===== config.mk =====
export PLATFORM = sky130hd
export DESIGN_NAME = log_sub_unit
export DESIGN_NICKNAME = d
export VERILOG_FILES = /design/src/rtl/log_sub_unit.sv
export SDC_FILE = /design/constraint.sdc
export NUM_CORES = 1
export LEC_CHECK = 0
export ABC_AREA = 1
export BUFFER_PORTS_ARGS = -buffer_cell sky130_fd_sc_hd__buf_2
export CAP_MARGIN = 5
export CORE_MARGIN = 1.5
export CORE_UTILIZATION = 40
export DETAILED_ROUTE_END_ITERATION = 10
export PLACE_DENSITY = 0.72
export REMOVE_ABC_BUFFERS = 1
export SYNTH_ARGS = -nofsm -noshare
export SYNTH_HDL_FRONTEND = slang
export SYNTH_SLANG_ARGS = --single-unit

===== constraint.sdc =====
create_clock -name clk -period 1.93 [get_ports clk]
set_input_delay 0.2895 -clock clk [delete_from_list [all_inputs] [get_ports clk]]
set_output_delay 0.2895 -clock clk [all_outputs]
set_load 0.05 [all_outputs]

===== src/rtl/log_sub_unit.sv =====
// Registered -ln(1 - 2^-i) lookup followed by a wrapping fixed-point subtract.
// Signed flags describe a - log_val directly; log_val is one cycle behind i.
module log_sub_unit #(
    parameter int unsigned XLEN_PIXEL = 8
) (
    input  logic                      clk,
    input  logic                      rst,
    input  logic [4:0]                i,
    input  logic [2*XLEN_PIXEL-1:0]   a,
    output logic [2*XLEN_PIXEL-1:0]   log_val,
    output logic [2*XLEN_PIXEL-1:0]   diff,
    output logic                      neg,
    output logic                      ovf
);

    localparam int unsigned W = 2 * XLEN_PIXEL;

    // Evaluated only at elaboration; a real-to-integer cast rounds ties away from zero.
    function automatic logic [W-1:0] rom_entry(input int idx);
        real          v;
        real          x;
        real          scaled;
        real          max_r;
        longint       r;
        logic [W-1:0] sat;
        sat   = {1'b0, {(W-1){1'b1}}};
        max_r = (2.0 ** (W - 1)) - 1.0;
        case (idx)
            1:       v = 0.6931471805599453;
            2:       v = 0.2876820724517809;
            3:       v = 0.1335313926245226;
            4:       v = 0.0645385211375712;
            5:       v = 0.0317486983145803;
            6:       v = 0.0157483569681392;
            7:       v = 0.0078431774610259;
            8:       v = 0.0039138993211363;
            9:       v = 0.0019550348358033;
            10:      v = 0.0009770396132999;
            default: begin
                x = 1.0 / (2.0 ** idx);
                v = x + (x * x) / 2.0 + (x * x * x) / 3.0 + (x * x * x * x) / 4.0;
            end
        endcase
        scaled = v * (2.0 ** XLEN_PIXEL);
        if (idx == 0 || scaled >= max_r) begin
            return sat;
        end
        r = longint'(scaled);
        return r[W-1:0];
    endfunction

    logic [W-1:0] rom [32];

    for (genvar g = 0; g < 32; g++) begin : g_rom
        localparam logic [W-1:0] Entry = rom_entry(g);
        assign rom[g] = Entry;
    end

    logic [W-1:0] log_val_d;
    logic [W-1:0] log_val_q;

    always_comb begin
        log_val_d = rom[i];
    end

    always_ff @(posedge clk) begin
        if (rst) begin
            log_val_q <= '0;
        end else begin
            log_val_q <= log_val_d;
        end
    end

    always_comb begin
        diff = a - log_val_q;
        neg  = diff[W-1];
        ovf  = (a[W-1] ^ log_val_q[W-1]) & (diff[W-1] ^ a[W-1]);
    end

    assign log_val = log_val_q;

endmodule


## Yosys cells after proc, flatten, opt, wreduce, memory -nomap -nowiden

Memory sizes are Yosys's and may differ from the RTL's. A register that Yosys moved wholly into a read port is not among the register bits.
Index checks and enable logic that the tools add are counted.

| storage, ports and cells | value |
|---|---|
| bits of input ports | 23 |
| register bits after elaboration | 0 |
| logic and storage cells | 6 |
| ROM bits | 512 |
| memories kept | 1 |
| output and inout port bits | 34 |

| cells by class | value |
|---|---|
| bitwise logic cells | 4 |
| $add $sub $neg | 1 |

Memory list:

| memory | depth | bits a word | rd ports | clocked after Yosys merged registers in | wr ports | RTL line | text |
|---|---|---|---|---|---|---|---|
| (name not given) | 32 | 16 | 1 | 1 | 0 | 63 | `log_val_d = rom[i];` |

Operator list:

| kind | number |
|---|---|
| $sub A16 B16 Y16 | 1 |
| $not A5 Y6 | 1 |
| $xor A1 B1 Y1 | 2 |
| $and A1 B1 Y1 | 1 |

## Longest topological paths before layout

Gate-level depths: netlist of run 1.

| depth | value |
|---|---|
| depth after elaboration | 3 |
| gate-level depth with buffers | 11 |
| mapped depth without buffers | 10 |

## Worst setup path after synthesis of run 1

Ideal clock, no wire load.

| path | value |
|---|---|
| path type | register to output |
| start | reg log_val_q[13], in the netlist log_val[13] |
| end | out diff[15] |
| buffers on the path | 1 |
| required time | 1.640 ns |
| arrival time | 2.704 ns |
| slack | -1.063 ns |
| cell stages (with the launch flop) | 12 |
| cells stage by stage | dfxtp_1 -> inv_1 -> ha_1 -> nand2_1 -> inv_1 -> nand2_1 -> nor2_1 -> nand2_1 -> nand3_2 -> a21oi_1 -> ha_1 -> buf_4 |

| on the way | value |
|---|---|
| cells in the longest elaborated chain, start to end | 1 |

RTL lines:

| item | RTL line | text |
|---|---|---|
| from (decl) | 60 | `logic [W-1:0] log_val_q;` |
| $sub A16 B16 Y16 | 75 | `diff = a - log_val_q;` |
| to (decl) | 11 | `output logic [2*XLEN_PIXEL-1:0] diff,` |

No other way between the ends.

## Final worst setup path of run 1

| path | value |
|---|---|
| start | reg log_val_q[13], in the netlist log_val[13] |
| end | out diff[14] |

Same word-level chain as after synthesis.

==> results of run 1 <==
==> routing by layer <==
metal  vias to the layer above  track usage  wire (um)
met4                         0        0.124        325
met5                         -            0          0
met2                        89        0.538       3010
li1                        882            -          -
met1                       883        0.266       2130
met3                        41       0.0426        385
==> metrics by stage <==
step / TNS (ps) / cells / setup WS (ps) / util / power [W]
2_1_floorplan: -38240 / 224 / -3360 / - / 0.000587
3_5_place_dp: -1330 / 356 / -195 / 0.598 / 0.000748
4_1_cts: -1820 / 365 / -296 / 0.743 / 0.00101
6_report: -2880 / 370 / -379 / 0.826 / 0.00114
3_3_place_gp: -1070 / 356 / -154 / 0.598 / 0.000741
5_1_grt: -4240 / 370 / -427 / 0.826 / 0.00120
==> worst max-delay path by stage <==
stage	startpoint	to	slack, ps	cells past startpoint
4_1_cts	log_val[13]	diff[15]	-300	8
3_3_place_gp	a[10]	neg	-150	9
2_1_floorplan	log_val[13]	diff[15]	-3360	10
3_5_place_dp	log_val[13]	diff[15]	-190	8
6_report	log_val[13]	diff[14]	-380	10
5_1_grt	log_val[4]	neg	-430	11
==> cell usage in the layout, fill, tap and decap left out, types with 2 or more instances in the layout <==
master / count
nand2_1: 51
inv_1: 44
buf_4: 41
buf_2: 39
nand2_2: 19
ha_4: 16
buf_6: 15
nor2_1: 12
inv_2: 11
nand2_4: 11
dfxtp_2: 8
nand3_2: 5
nand3_1: 5
xor2_1: 4
inv_4: 3
nor2_4: 3
a21oi_4: 3
a21oi_2: 3
a21oi_1: 3
nand4_1: 3
clkbuf_4: 3
buf_8: 3
nand3_4: 2
a211oi_1: 2
==> power by group through the flow <==
stage | Sequential [W] | Combinational [W] | Clock [W]
after floorplan | 0.000217 | 0.000371 | 0
after global placement | 0.000196 | 0.000544 | 0
after detailed placement | 0.000197 | 0.000551 | 0
after CTS | 0.000194 | 0.000676 | 0.000144
after global routing | 0.000194 | 0.000846 | 0.000160
final | 0.000194 | 0.000804 | 0.000140
==> kinds of logic (layout without fill, tap and decap cells) <==
kind of cell	Yosys count	after routing
DFF	9	9
other	1	1
xor gates and xnor gates	6	6
AOI/OAI and AO/OA	16	16
adders and majority gates	17	17
and+or+nand+nor	116	116
buffers and inverters	67	161
==> timing repair <==
item	CTS	global route
buffers inserted	5	6
pin swaps	26	26
resized for setup	91	57
hold endpoints to repair	0	0
setup endpoints to repair	16	16
==> layout make-up <==
type | count | area (um2) | area share
repair buffers | 98 | 717 | 0.280
flip-flops and latches | 9 | 194 | 0.0757
inverters | 59 | 234 | 0.0913
multi-input cells | 156 | 1340 | 0.521
clock buffers | 4 | 26.3 | 0.0103
well taps | 44 | 55.1 | 0.0215
==> results.cfg, run 1 <==
[logic_synthesis]
ys_seq_area_frac = 0.135
synth-simple-area-share = 0.370
synthCells = 232
synth-compound-area-share = 0.0786
synth_area_leaders = nand2_1 (22%), inv_1 (16%), ha_1 (15%)
yosys.cell_count.top_type = nand2_1
synth_common_cells = nand2_1 (78), inv_1 (58), ha_1 (16)
async_flop_share = 0
syn_avg_cell_area_um2 = 5.77
ys_ff_latch = 9
synth_cell_type_count = 24
synth_edf_count = 0
synth_top_cell_area_share = 0.219
synth_area_leader_cell = nand2_1
synth_flop_cell = dfxtp_1
synth_xor_area_frac = 0.0393
yosysWarningCount = 0
synth_top_family_by_area = simple AND/OR/NAND/NOR gates
synth-adder-area-share = 0.165
netlist_area_um2 = 1340
synthMuxAreaShare = 0

[placed_design]
numPortBuffers = 55
hpwl_mm = 2.87
placed_area_um2 = 1860
gp_congestion = 0.843

[route]
first_pass_iters = 5
viasPerCell = 5.12
wl_per_cell_um = 15.8
wl_mm = 5.85
drc_errors = 0
num_vias = 1895
drt_iter0_markers = 75
postRouteAntennaNets = 0

[sta]
finalSetupViolCount = 14
hold_viol = 0
period_share = 1.20
rsz0062_at_grt = yes
slew_violations = 0
whs_ps = 225
finalWorstSetupSlack_ps = -379
fmax_ghz = 0.433
fin_crit_ps = 2310

[hold_path]
hp-start = i[0]
hold_path_class = primary input to flop
hold_end = log_val[2]
holdPathStages = 2

[layout]
fin_nets = 367
fin_area_um2 = 2560
largest_register_ffs = 9
syn2layout_area_growth_pct = 91.6
antenna-diode-count = 0
n_fill_cell = 177
drive_above_1_share = 0.595

[floorplanning]
dieArea_um2 = 3700
core-area_um2 = 3100
die_w_um = 60.8
start_util = 0.431
rows = 20
die_h_um = 60.8
ios = 57

[pwr]
swShare = 0.489
leakagePower_nw = 1.40
power_density_nw_per_um2 = 444
pwr-share-clk = 0.123
power_switching_w = 0.000557
p_seq_frac = 0.170
comb_power_share = 0.706
ir_drop_mv = 0.348
p_int_w = 0.000581

[global_route]
antenna_found_initial = 0
grt_pass1_vias = 1766
grt.total_usage = 0.269
grt_pass1_wl_mm = 7.42
grt_max_degree = 9
grt_overflow = 0

[clocking]
cts_tree = done
cts.htree.levels = 1
cts_hold_buf = 0
clk_path_buf_depth = 2
cts-root-buf = clkbuf_4
numCtsBuffers = 3
clock_sinks = 9
clk_pin_slew_ps = 60

[worst_setup_path]
cp_cell_sequence = inv_6 > buf_6 > ha_4 > nand2_1 > nor3_1 > nand2_1 > nand2_1 > nand2_1 > nand2_1 > buf_6
critPathKind = flop to primary output
cp_slowest_cell = dfxtp_4
critical_path.endpoint_type = primary output
crit_buf_inv = 3
critPathMaxFanout = 4
worst_ep_required_time_ps = 1640
critPathArrivalTime_ps = 2020
path_delay_family = simple AND/OR/NAND/NOR gates
max_stage_delay_ps = 370
cp-start-kind = flop
cpMostUsedCell = nand2_1

[status]
outcome = complete, but fails checks
failed_checks = negative setup slack

[job]
cap_viol_max_count = 0
No activity file was read; power rests on OpenSTA's default activity.
==> run 2, diff against run 1 <==
- CORE_ASPECT_RATIO: unset -> 0.75
- TNS_END_PERCENT: unset -> 50
==> run 2 against run 1 <==
Against the previous run: the flow still finishes with violations (negative setup slack); clock power increased by 63%; highest routed layer unchanged; global-route usage increased by 1.9 points; fmax decreased by 0.51%; sequential share of layout area increased by 0.29 points; routed wire length increased by 1.6%; power increased by 7.0%; critical path type unchanged; count of clock-buffer cells in the layout decreased by 1.
==> results.cfg, run 2 (synthesized netlist as in run 1, its figures left out) <==
[status]
outcome = complete, but fails checks
failed_checks = negative setup slack

[clocking]
numCtsBuffers = 3
cts.htree.levels = 1
cts-root-buf = clkbuf_8
clk_path_buf_depth = 2
clock_sinks = 9
clk_pin_slew_ps = 50
cts_tree = done
cts_hold_buf = 0

[layout]
final_cells = 366
syn2layout_area_growth_pct = 86.9
fin_nets = 369
drive_above_1_share = 0.570
largest_register_ffs = 9
final_common_cell = nand2_1
antenna-diode-count = 0
layout_common_cells = nand2_1 (57), inv_1 (48), buf_2 (39), buf_4 (39)

[sta]
slew_violations = 0
fin_crit_ps = 2320
fmax_ghz = 0.431
rsz0062_at_grt = yes
period_share = 1.20
finalSetupViolCount = 14
hold_viol = 0
finalWorstSetupSlack_ps = -390

[worst_setup_path]
critical_path.endpoint_type = primary output
cp-start-kind = flop
path_delay_family = adder cells
max_stage_delay_ps = 350
worst_ep_required_time_ps = 1640
critPathKind = flop to primary output
critPathMaxFanout = 7
cp_cell_sequence = inv_6 > ha_4 > nand2_2 > inv_2 > nand2_2 > inv_1 > nand2_1 > nand3_2 > a21oi_2 > ha_4 > buf_8
crit_buf_inv = 4
critPathArrivalTime_ps = 2030
cp_slowest_cell = dfxtp_4

[floorplanning]
ios = 57
core-area_um2 = 3060
rows = 17
die_w_um = 69.8
die_h_um = 53.1
start_util = 0.437
dieArea_um2 = 3700

[route]
num_vias = 1890
wl_mm = 5.94
drt_iter0_markers = 203
viasPerCell = 5.16
first_pass_iters = 4
postRouteAntennaNets = 0
drc_errors = 0
wl_per_cell_um = 16.2

[placed_design]
place_inst = 350
numPortBuffers = 55
gp_congestion = 0.844
preCtsSetupSlack_ps = -200
hpwl_mm = 2.87

[pwr]
ir_drop_mv = 0.338
power_density_nw_per_um2 = 487
leakagePower_nw = 1.38

[global_route]
antenna_found_initial = 0
grt_max_degree = 9
grt_overflow = 0
grt.total_usage = 0.288
grt_pass1_wl_mm = 8.19
grt_pass1_vias = 1767

[job]
cap_viol_max_count = 0

[hold_path]
hold_path_class = primary input to flop
-- run 2: cell count changes in the layout (fill, tap and decap cells not counted), sizes merged --
cell / before / now
buf: 98 / 100
clkbuf: 4 / 3
clkinv: 0 / 1
-- run 2: final cells by class --
class,instances,area (um2)
Fill cell,176,563
Clock inverter,1,5.00
Inverter,59,226
Clock buffer,3,41.3
Multi-Input combinational cell,156,1240
Sequential cell,9,196
Timing Repair Buffer,100,743
Tap cell,38,47.5
-- run 2: routing by layer --
| layer | wire length (um) | global-route usage |
|---|---|---|
| met1 | 2360 | 0.330 |
| met2 | 2820 | 0.559 |
| met3 | 440 | 0.0286 |
| met4 | 319 | 0.119 |
| met5 | 0 | 0 |
-- run 2: stage by stage --
step / instance area (um2) / setup TNS [ps] / power (W) / hold slack, ps / utilization
3_3_place_gp: 1850 / -1120 / 0.000747 / 500 / 0.603
3_5_place_dp: 1850 / -1350 / 0.000751 / 497 / 0.603
2_1_floorplan: 1280 / -38240 / 0.000587 / 362 / -
6_report: 2500 / -2990 / 0.00122 / 240 / 0.816
4_1_cts: 2330 / -1820 / 0.00110 / 242 / 0.760
5_1_grt: 2500 / -3670 / 0.00126 / 255 / 0.816
-- run 2: path summary, 6_finish.rpt --
check             cells past startpoint   startpoint         end
setup / recovery                     11  log_val[13]         neg
hold / removal                        2         i[0]  log_val[2]
-- run 2: where the power goes --
part           internal [W]  switching (W)  total [W]  leakage (nW)
registers          0.000189     0.00000382   0.000193        0.0779
logic              0.000310       0.000487   0.000796          1.27
clock network      0.000142      0.0000865   0.000228        0.0255
total              0.000641       0.000577    0.00122          1.38
-- run 2: repair_timing --
action / 4_1_cts / 5_1_grt
buffers inserted: 9 / 3
pin swaps: 20 / 20
endpoints found under the setup margin: 16 / 16
resized for setup: 91 / 39
endpoints found under the hold margin: 0 / 0
==> run 3, diff against run 2 <==
- REMOVE_ABC_BUFFERS: 1 -> unset
- SETUP_SLACK_MARGIN: unset -> 0.4
==> run 3 against run 2 <==
Against the previous run: the run still ends with negative setup slack left; sequential power is 4% lower; critical path depth is 2 lower; clock power is 4% lower; first-iteration DRC count is 71% lower; global-route usage is 4.3 points lower; final cell count stayed put; setup slack better by 53 ps; non-clock buffer count stayed put; via count is 6.5% lower; sequential cell count stayed put; sequential share of layout area is 0.059 points higher; final area is 8.1% higher; critical path type unchanged.
==> results.cfg, run 3 (synthesized netlist as in run 1, its figures left out) <==
[status]
outcome = complete, but fails checks
failed_checks = negative setup slack

[worst_setup_path]
critPathMaxFanout = 7
critical_path.endpoint_type = primary output
cp_slowest_cell = dfxtp_4
critPathArrivalTime_ps = 1980
worst_ep_required_time_ps = 1640
max_stage_delay_ps = 370
cp_cell_sequence = inv_8 > ha_4 > nand2_2 > nand2_2 > a21oi_2 > nand3_4 > a21oi_4 > ha_4 > buf_8
critPathKind = flop to primary output
cp-start-kind = flop
crit_buf_inv = 2
path_delay_family = adder cells

[clocking]
clk_path_buf_depth = 2
cts.htree.levels = 1
numCtsBuffers = 3
clk_pin_slew_ps = 40
cts_tree = done
cts_hold_buf = 0
clock_sinks = 9
cts-root-buf = clkbuf_8

[global_route]
grt_pass1_wl_mm = 7.12
grt.total_usage = 0.246
grt_pass1_vias = 1654
grt_max_degree = 9
grt_overflow = 0
antenna_found_initial = 0

[layout]
regArea_um2 = 214
fin_area_um2 = 2700
antenna-diode-count = 0
final_cells = 366
largest_register_ffs = 9
drive_above_1_share = 0.662
n_fill_cell = 153
multi_input_area_um2 = 1370
syn2layout_area_growth_pct = 102
final_common_cell = inv_1
layout_common_cells = inv_1 (42), nand2_2 (39), buf_4 (39)
fin_nets = 369

[floorplanning]
die_h_um = 53.1
start_util = 0.437
dieArea_um2 = 3700
core-area_um2 = 3060
die_w_um = 69.8
ios = 57
rows = 17

[sta]
hold_viol = 0
slew_violations = 0
finalSetupViolCount = 15
fin_crit_ps = 2270
fin_tns_setup_ps = -2630
finalWorstSetupSlack_ps = -337
period_share = 1.17
rsz0062_at_grt = yes
whs_ps = 240
fmax_ghz = 0.441

[route]
num_vias = 1768
drc_errors = 0
viasPerCell = 4.83
wl_mm = 4.80
first_pass_iters = 7
wl_per_cell_um = 13.1
drt_iter0_markers = 59
postRouteAntennaNets = 0

[placed_design]
place_inst = 352
placed_area_um2 = 2220
gp_congestion = 0.815
hpwl_mm = 3.10
preCtsSetupSlack_ps = -121
numPortBuffers = 55

[job]
cap_viol_max_count = 0

[pwr]
power_density_nw_per_um2 = 468
leakagePower_nw = 1.40
ir_drop_mv = 0.564

[logic_synthesis]
synth_fp_nets = 272

[hold_path]
hold_path_class = primary input to flop
==> run 3: cell types whose count changed in the layout (fill, tap and decap cells not counted), moves of 4 or more <==
cell	change
buf_6	-9
buf_8	+9
dfxtp_2	-7
dfxtp_4	+7
inv_1	-6
inv_2	+4
nand2_1	-22
nand2_2	+19
nand2_4	+4
==> run 3: area by class of cell <==
class | instances | area share
sequential | 9 | 0.0792
tap | 38 | 0.0176
timing repair buffer | 100 | 0.293
multi-input combinational | 156 | 0.507
inverter | 59 | 0.0866
clock buffer | 4 | 0.0167
==> run 3: layer usage <==
layer | up-vias | track usage | routed length (um)
met2 | 86 | 0.454 | 2380
li1 | 882 | - | -
met5 | - | 0 | 0
met1 | 785 | 0.289 | 1970
met3 | 15 | 0.0610 | 340
met4 | 0 | 0.0641 | 113
==> run 3: worst paths after layout <==
| check | slack [ps] | cells after the start | startpoint | end |
|---|---|---|---|---|
| setup / recovery | -340 | 9 | log_val[13] | diff[15] |
| hold / removal | 240 | 2 | i[0] | log_val[2] |
==> run 3: repair_timing <==
| item | 4_1_cts | 5_1_grt |
|---|---|---|
| setup buffers | 6 | 4 |
| endpoints found under the setup margin | 17 | 17 |
| pin swaps | 25 | 14 |
| resized for setup | 83 | 26 |
==> run 3: per-stage QoR <==
step,power [W],util
6_report,0.00127,0.882
4_1_cts,0.00121,0.844
5_1_grt,0.00133,0.882
3_5_place_dp,0.000849,0.725
3_3_place_gp,0.000842,0.725
2_1_floorplan,0.000683,-
==> run 3: where the power goes <==
part / switching, W / internal (W) / total [W]
Combinational: 0.000497 / 0.000366 / 0.000863
Sequential: 0.00000339 / 0.000182 / 0.000185
Clock: 0.0000741 / 0.000144 / 0.000218
Total: 0.000574 / 0.000692 / 0.00127
